--- config.mk ---
export PLATFORM = sky130hd
export DESIGN_NAME = uart_rx
export DESIGN_NICKNAME = d
export VERILOG_FILES = /design/src/rtl/uart_pkg.sv /design/src/rtl/sync_2ff.sv /design/src/rtl/uart_rx.sv
export SDC_FILE = /design/constraint.sdc
export NUM_CORES = 1
export LEC_CHECK = 0
export BUFFER_PORTS_ARGS = -buffer_cell sky130_fd_sc_hd__buf_2
export CORE_ASPECT_RATIO = 1.4
export CORE_MARGIN = 2
export CORE_UTILIZATION = 40
export DETAILED_ROUTE_END_ITERATION = 10
export GPL_ROUTABILITY_DRIVEN = 0
export PLACE_DENSITY = 0.55
export REMOVE_ABC_BUFFERS = 1
export SLEW_MARGIN = 20
export SYNTH_ARGS = -nofsm -noshare
export SYNTH_HDL_FRONTEND = slang
export SYNTH_HIERARCHICAL = 1
export SYNTH_SLANG_ARGS = --single-unit
export TNS_END_PERCENT = 100
--- constraint.sdc ---
create_clock -name clk -period 2 [get_ports clk]
set_input_delay 0.6 -clock clk [delete_from_list [all_inputs] [get_ports clk]]
set_output_delay 0.6 -clock clk [all_outputs]
set_load 0.1 [all_outputs]
--- src/rtl/uart_pkg.sv ---
// Shared UART definitions: frame state encoding and baud divisor helper.
// Used by both the receive and transmit halves of the link.
package uart_pkg;

    typedef enum logic [1:0] {
        IDLE,
        START,
        DATA,
        STOP
    } state_t;

    function automatic int unsigned baud_cnt(input int unsigned clk_freq,
                                             input int unsigned baud);
        return clk_freq / baud;
    endfunction

endpackage

--- src/rtl/sync_2ff.sv ---
// Two-flop synchroniser for asynchronous inputs.
// The reset value is a parameter so idle-high lines come out of reset idle.
module sync_2ff #(
    parameter int unsigned      WIDTH     = 1,
    parameter logic [WIDTH-1:0] RESET_VAL = '1
) (
    input  logic             clk,
    input  logic             rst_n,
    input  logic [WIDTH-1:0] d,
    output logic [WIDTH-1:0] q
);

    logic [WIDTH-1:0] meta;

    always_ff @(posedge clk) begin
        if (!rst_n) begin
            meta <= RESET_VAL;
            q    <= RESET_VAL;
        end else begin
            meta <= d;
            q    <= meta;
        end
    end

endmodule

--- src/rtl/uart_rx.sv ---
// 8N1 UART receiver with a one-byte valid/ready holding register.
// Reports framing errors and overruns as single-cycle pulses.
module uart_rx
    import uart_pkg::*;
#(
    parameter int unsigned CLK_FREQ = 100_000_000,
    parameter int unsigned BAUD     = 115200
) (
    input  logic       clk,
    input  logic       rst_n,
    input  logic       rx,
    output logic [7:0] data,
    output logic       valid,
    input  logic       ready,
    output logic       busy,
    output logic       frame_err,
    output logic       overrun
);

    localparam int unsigned BAUD_CNT = baud_cnt(CLK_FREQ, BAUD);
    localparam int unsigned HALF_CNT = BAUD_CNT / 2;
    localparam int unsigned CW       = $clog2(BAUD_CNT);
    localparam logic [CW-1:0] FULL_LOAD = CW'(BAUD_CNT - 1);
    localparam logic [CW-1:0] HALF_LOAD = CW'(HALF_CNT - 1);

    logic          rx_s;
    state_t        state, state_n;
    logic [CW-1:0] cnt, cnt_n;
    logic [2:0]    bit_idx, bit_idx_n;
    logic [7:0]    shift_reg, shift_n;
    logic [7:0]    data_n;
    logic          valid_n, ferr_n, ovr_n;
    logic          armed, armed_n;
    logic          tick;

    sync_2ff #(.WIDTH(1), .RESET_VAL(1'b1)) u_sync (
        .clk   (clk),
        .rst_n (rst_n),
        .d     (rx),
        .q     (rx_s)
    );

    always_ff @(posedge clk) begin
        if (!rst_n) begin
            state     <= IDLE;
            cnt       <= '0;
            bit_idx   <= '0;
            shift_reg <= '0;
            data      <= '0;
            valid     <= 1'b0;
            frame_err <= 1'b0;
            overrun   <= 1'b0;
            armed     <= 1'b1;
        end else begin
            state     <= state_n;
            cnt       <= cnt_n;
            bit_idx   <= bit_idx_n;
            shift_reg <= shift_n;
            data      <= data_n;
            valid     <= valid_n;
            frame_err <= ferr_n;
            overrun   <= ovr_n;
            armed     <= armed_n;
        end
    end

    assign busy = (state != IDLE);
    assign tick = (cnt == '0);

    always_comb begin
        state_n   = state;
        cnt_n     = cnt;
        bit_idx_n = bit_idx;
        shift_n   = shift_reg;
        data_n    = data;
        valid_n   = valid & ~ready;
        ferr_n    = 1'b0;
        ovr_n     = 1'b0;
        armed_n   = armed;

        case (state)
            IDLE: begin
                // A break leaves armed clear until the line has been seen idle.
                if (rx_s) begin
                    armed_n = 1'b1;
                end else if (armed) begin
                    state_n = START;
                    cnt_n   = HALF_LOAD;
                end
            end
            START: begin
                if (!tick) begin
                    cnt_n = cnt - CW'(1);
                end else if (rx_s) begin
                    state_n = IDLE;
                end else begin
                    state_n   = DATA;
                    bit_idx_n = '0;
                    cnt_n     = FULL_LOAD;
                end
            end
            DATA: begin
                if (!tick) begin
                    cnt_n = cnt - CW'(1);
                end else begin
                    shift_n = {rx_s, shift_reg[7:1]};
                    cnt_n   = FULL_LOAD;
                    if (bit_idx == 3'd7) begin
                        state_n = STOP;
                    end else begin
                        bit_idx_n = bit_idx + 3'd1;
                    end
                end
            end
            STOP: begin
                if (!tick) begin
                    cnt_n = cnt - CW'(1);
                end else begin
                    state_n = IDLE;
                    if (!rx_s) begin
                        ferr_n  = 1'b1;
                        armed_n = 1'b0;
                    end else if (!valid || ready) begin
                        // A load in the accept cycle wins over the clear.
                        data_n  = shift_reg;
                        valid_n = 1'b1;
                    end else begin
                        ovr_n = 1'b1;
                    end
                end
            end
            default: state_n = IDLE;
        endcase
    end

endmodule

### Word-level counts from Yosys, hierarchy flattened

Cells that the tools add are included.

| storage, ports and cells | value |
|---|---|
| register bits | 37 |
| bits of input ports | 4 |
| latch bits | 0 |
| memory bits (read-only) | 0 |
| output and inout bits | 12 |
| RAM bits | 0 |
| memories | 0 |

| cells by class | value |
|---|---|
| order comparisons | 0 |
| div/mod/pow operators | 0 |
| reductions and logical operators | 15 |
| multipliers | 0 |
| eq/ne operators | 16 |
| bitwise gates (word level) | 2 |
| mux-type cells | 30 |
| add/subtract/negate cells | 2 |
| shift-type cells | 0 |

Operators by type and width:

| operator | count |
|---|---|
| two-way mux 10 bit | 6 |
| case mux 10 bit (4 select lines) | 1 |
| inequality test 2 bit, second input constant | 10 |
| AND reduction 4 bit | 4 |
| two-way mux 2 bit | 7 |
| two-way mux 3 bit | 4 |
| logical NOT 10 bit | 1 |
| subtractor 10 x 1 -> 10 bit, second input constant | 1 |
| two-way mux 1 bit | 9 |
| case mux 2 bit (4 select lines) | 1 |
| case mux 3 bit (2 select lines) | 1 |
| AND reduction 6 bit | 1 |
| nonzero test 2 bit | 3 |
| AND reduction 5 bit | 1 |
| == test 2 bit, second input constant | 2 |
| adder 3 x 1 -> 3 bit, second input constant | 1 |
| == test 3 bit, second input constant | 1 |
| inequality test 3 bit, second input constant | 1 |
| AND reduction 3 bit | 1 |
| == test 2 x 1 -> 1 bit, second input constant | 1 |
| logical NOT 2 bit | 1 |
| inequality test 2 x 1 -> 1 bit, second input constant | 1 |
| case mux 1 bit (2 select lines) | 1 |
| AND reduction 2 bit | 1 |
| 4 further kinds | 4 |

### Logic depth before layout (Yosys ltp)

| depth | value |
|---|---|
| depth in word-level cells | 6 |
| depth in mapped cells | 9 |
| mapped depth without buffers | 6 |

### Cells and area by module

Netlist, hierarchy kept.

Modules (own cells, without submodules):

| module | cells an instance | area each (um^2) | seq. area each (um^2) | times used |
|---|---|---|---|---|
| uart_rx | 230 | 1,923.1 | 700.7 | 1 |
| sync_2ff | 4 | 52.6 | 40.0 | 1 |

### Worst setup path before layout

No wires, ideal clock.

| timing | value |
|---|---|
| kind | flip-flop to output port |
| from | register state[0] |
| to | output busy |
| buffers on the path | 1 |
| arrival | 1.449 ns |
| cell stages (with the launch flop) | 5 |
| path slack | -0.049 ns |
| cell sequence | dfxtp_1 > inv_1 > ha_1 > clkbuf_1 > inv_1 |

| on the way | value |
|---|---|
| word-level cells in the longest chain between the ends | 1 |

Ends and longest elaborated chain:

| item | line | RTL |
|---|---|---|
| start, declared | uart_rx.sv:27 | `state_t state, state_n;` |
| start signal, assigned | uart_rx.sv:55 | `state <= state_n;` |
| nonzero test 2 bit | uart_rx.sv:67 | `assign busy = (state != IDLE);` |
| end, declared | uart_rx.sv:15 | `output logic busy,` |

No other way between the ends.

### Worst setup path after layout

Ends and elaborated chain as after synthesis.

==> run_results.csv <==
group,metric,value,unit
run_status,status,"finished, final reports clean",
floorplanning,fp.dieH,87.16,um
global_routing,antenna_found_initial,0,
power_and_ir_drop,power.switching,1.043,mW
setup_path,path_delay_family,"buffers and inverters",
power_and_ir_drop,internal_power,1.488,mW
clock_tree,clockBufferDepth,2,
power_and_ir_drop,power_frac_seq,0.336,
timing,timing.final.ws_setup,94.09,ps
power_and_ir_drop,total_power,2.532,mW
hold_path,min_path_cells,1,
setup_path,cp-end-kind,"output port",
clock_tree,clk_latency,300,ps
floorplanning,ios,16,
synthesis,synth-edff-count,0,
detailed_routing,routed_wl,4804,um
clock_tree,cts_tree,"yes",
timing,max_freq,524.7,MHz
global_routing,grt_max_degree,24,
global_routing,grt_pass1_wl,8079,um
place,place.detailed.hpwl,3604,um
setup_path,crit_path_cell_trace,"inv_1 -> ha_4 -> inv_2 -> buf_12",
setup_path,reg2reg_depth,5,
setup_path,crit_arrival,1310,ps
layout,diodes,0,
timing,fin_crit_sh,0.9530,
power_and_ir_drop,share_comb_of_total_power,0.451,
synthesis,yosys_warnings,6,
setup_path,crit_type,"reg -> out",
timing,finalClockSkew,9.553,ps
place,dp_slack,129.9,ps
timing,maxSlewHeadroom,0.5992,
power_and_ir_drop,ir_drop,0.5175,mV
timing,worst_pin_slew,586.1,ps
floorplanning,std_cell_rows,30,
clock_tree,h-tree-depth,2,
detailed_routing,ant_nets,0,
synthesis,ys_seq_area_frac,0.3749,
timing,slew_violations,0,
timing,rsz0062_at_grt,"false",
setup_path,critPathBufInv,3,
power_and_ir_drop,p_sw_frac,0.4120,
hold_path,hp-class,"reg -> reg",
setup_path,worst_path_max_delay_cell,"dfxtp_1",
floorplanning,core-area,4805,um^2
layout,largest_reg_flops,10,
setup_path,cp-start-kind,"flip-flop",
timing,hold_viol,0,
layout,finalNetCount,272,
synthesis,synthCells,234,
synthesis,synth_seq_cells,37,
synthesis,yosysMostFrequentCell,"dfxtp_1",
synthesis,synth_common_cells,"dfxtp_1 (37), a21oi_1 (22), nand2_1 (21), nand3_1 (19), o21ai_0 (15)",
global_routing,globalRouteOverflowTotal,0,
global_routing,grt_pass1_vias,1712,
detailed_routing,wl_per_cell,14.78,um
setup_path,startpoint,"state[0]$_SDFFE_PN0P_",
layout,drive_gt1_frac,0.2184,
setup_path,cp_max_fo,7,
synthesis,synth_area_leaders,"dfxtp_1 (37%), a21oi_1 (5.6%), ha_1 (5.1%), nand3_1 (4.8%), nand2_1 (4.0%)",
place,portBuffers,15,
floorplanning,die_area,5525,um^2
setup_path,r2r-start,"state[0]$_SDFFE_PN0P_",
detailed_routing,via_per_inst,5.588,
layout,synthToLayoutAreaGrowth,17.61,%
synthesis,syn_area,1976,um^2
job,drv_cap,0,
floorplanning,start_util,0.4112,
layout,fillers,516,
detailed_routing,drtPass1Iterations,4,
synthesis,yosysTopAreaCell,"dfxtp_1",
hold_path,min_to,"u_sync/q$_SDFF_PN1_",
detailed_routing,drt_iter0_drc,106,
layout,seq_area,740.7,um^2
detailed_routing,vias,1816,
detailed_routing,drc,0,
synthesis,synthFlopType,"dfxtp_1",
synthesis,synth_area_per_cell,8.443,um^2
power_and_ir_drop,p_leak,0.9234,nW
timing,setup-violations-final,0,
synthesis,yosysTopAreaCellShare,0.3749,
setup_path,critPathRequiredTime,1400,ps
clock_tree,root_buffer,"clkbuf_8",
setup_path,slowest_delay,370,ps
floorplanning,die_x,63.40,um
timing,period_needed,1906,ps
clock_tree,clkTransAtPathRegs,80,ps
setup_path,r2r_slack,180,ps
layout,multiInputGateArea,1142,um^2
power_and_ir_drop,power_frac_clock,0.213,
synthesis,async_flop_share,0,
clock_tree,clock-sinks,37,
hold_path,hp-start,"u_sync/meta$_SDFF_PN1_",
clock_tree,cts_buffers,5,
global_routing,track_usage,0.1863,
power_and_ir_drop,power.density_cell_area,1090,nW/um^2
synthesis,synth_cell_types,47,
-- power by group through the flow --
stage	Clock, mW	Combinational [mW]	Sequential (mW)
3_5_place_dp	0	1.12	0.865
5_1_grt	0.600	1.26	0.856
3_3_place_gp	0	1.13	0.864
2_1_floorplan	0	0.694	0.847
4_1_cts	0.565	1.13	0.848
6_report	0.540	1.14	0.850
-- cell type report --
| cell class | count | area share |
|---|---|---|
| Sequential cell | 37 | 0.3188 |
| Clock buffer | 5 | 0.02962 |
| Clock inverter | 3 | 0.009155 |
| Timing Repair Buffer | 35 | 0.1034 |
| Multi-Input combinational cell | 173 | 0.4917 |
| Inverter | 8 | 0.01292 |
| Tap cell | 64 | 0.03446 |
-- metrics by stage --
stage | hold WS, ps | TNS [ps] | utilization | instance area (um^2) | std cells
6_report | 413.0 | 0 | 0.4836 | 2323 | 325
5_1_grt | 460.4 | 0 | 0.4836 | 2323 | 325
4_1_cts | 417.1 | 0 | 0.4820 | 2316 | 325
3_5_place_dp | 396.4 | 0 | 0.4607 | 2213 | 317
3_3_place_gp | 390.3 | 0 | 0.4607 | 2213 | 317
2_1_floorplan | 386.3 | -1342 | - | 1893 | 218
-- kinds of logic (layout without fill, tap and decap cells) --
logic type / Yosys count / after routing / synth area share
flip-flops: 37 / 37 / 0.3749
multiplexers: 1 / 1 / 0.005067
AO/OA/AOI/OAI: 72 / 72 / 0.2502
AND/OR/NAND/NOR: 92 / 92 / 0.2622
buffers and inverters: 24 / 51 / 0.05700
adder cells (fa/ha/maj): 8 / 8 / 0.05067
-- how the worst max path moves through the flow --
stage          depth (start not counted)             endpoint  slack [ps]
2_1_floorplan                          4  cnt[4]$_SDFFE_PN0P_        -360
6_report                               4                 busy          90
5_1_grt                                6  cnt[7]$_SDFFE_PN0P_          10
3_5_place_dp                           5            flip-flop         130
4_1_cts                                4                 busy          10
3_3_place_gp                           5            flip-flop         170
-- metal layers --
layer / part of all wire / up-vias / global-route usage / wire length (um)
met1: 0.43 / 845 / 0.2092 / 2052
met5: 0 / - / 0 / 0
met3: 0.026 / 13 / 0.03752 / 124
li1: - / 925 / - / -
met2: 0.51 / 33 / 0.3311 / 2469
met4: 0.033 / 0 / 0.09684 / 158
-- layout by cell type, fill, tap and decap left out, drive strengths merged, types with 2 or more instances in the layout --
master,n
dfxtp,37
buf,35
a21oi,22
nand2,21
nand3,20
o21ai,15
inv,9
nor2,8
ha,8
nand2b,7
nand4,7
o211ai,7
nor3,7
o2111ai,5
clkbuf,5
a211oi,4
nor4,4
nor2b,3
o211a,3
or3,3
a21o,2
and4,2
a31o,2
a211o,2
and3,2
a22oi,2
or2,2
a2111oi,2
-- timing repair --
action | in CTS | in global routing
setup endpoints to repair | 1 | 3
gates resized for setup | 2 | 3
hold buffers | 0 | 0
gates cloned | 0 | 0
setup buffers | 0 | 0
Note: power is estimated with default switching activity, not from simulation.
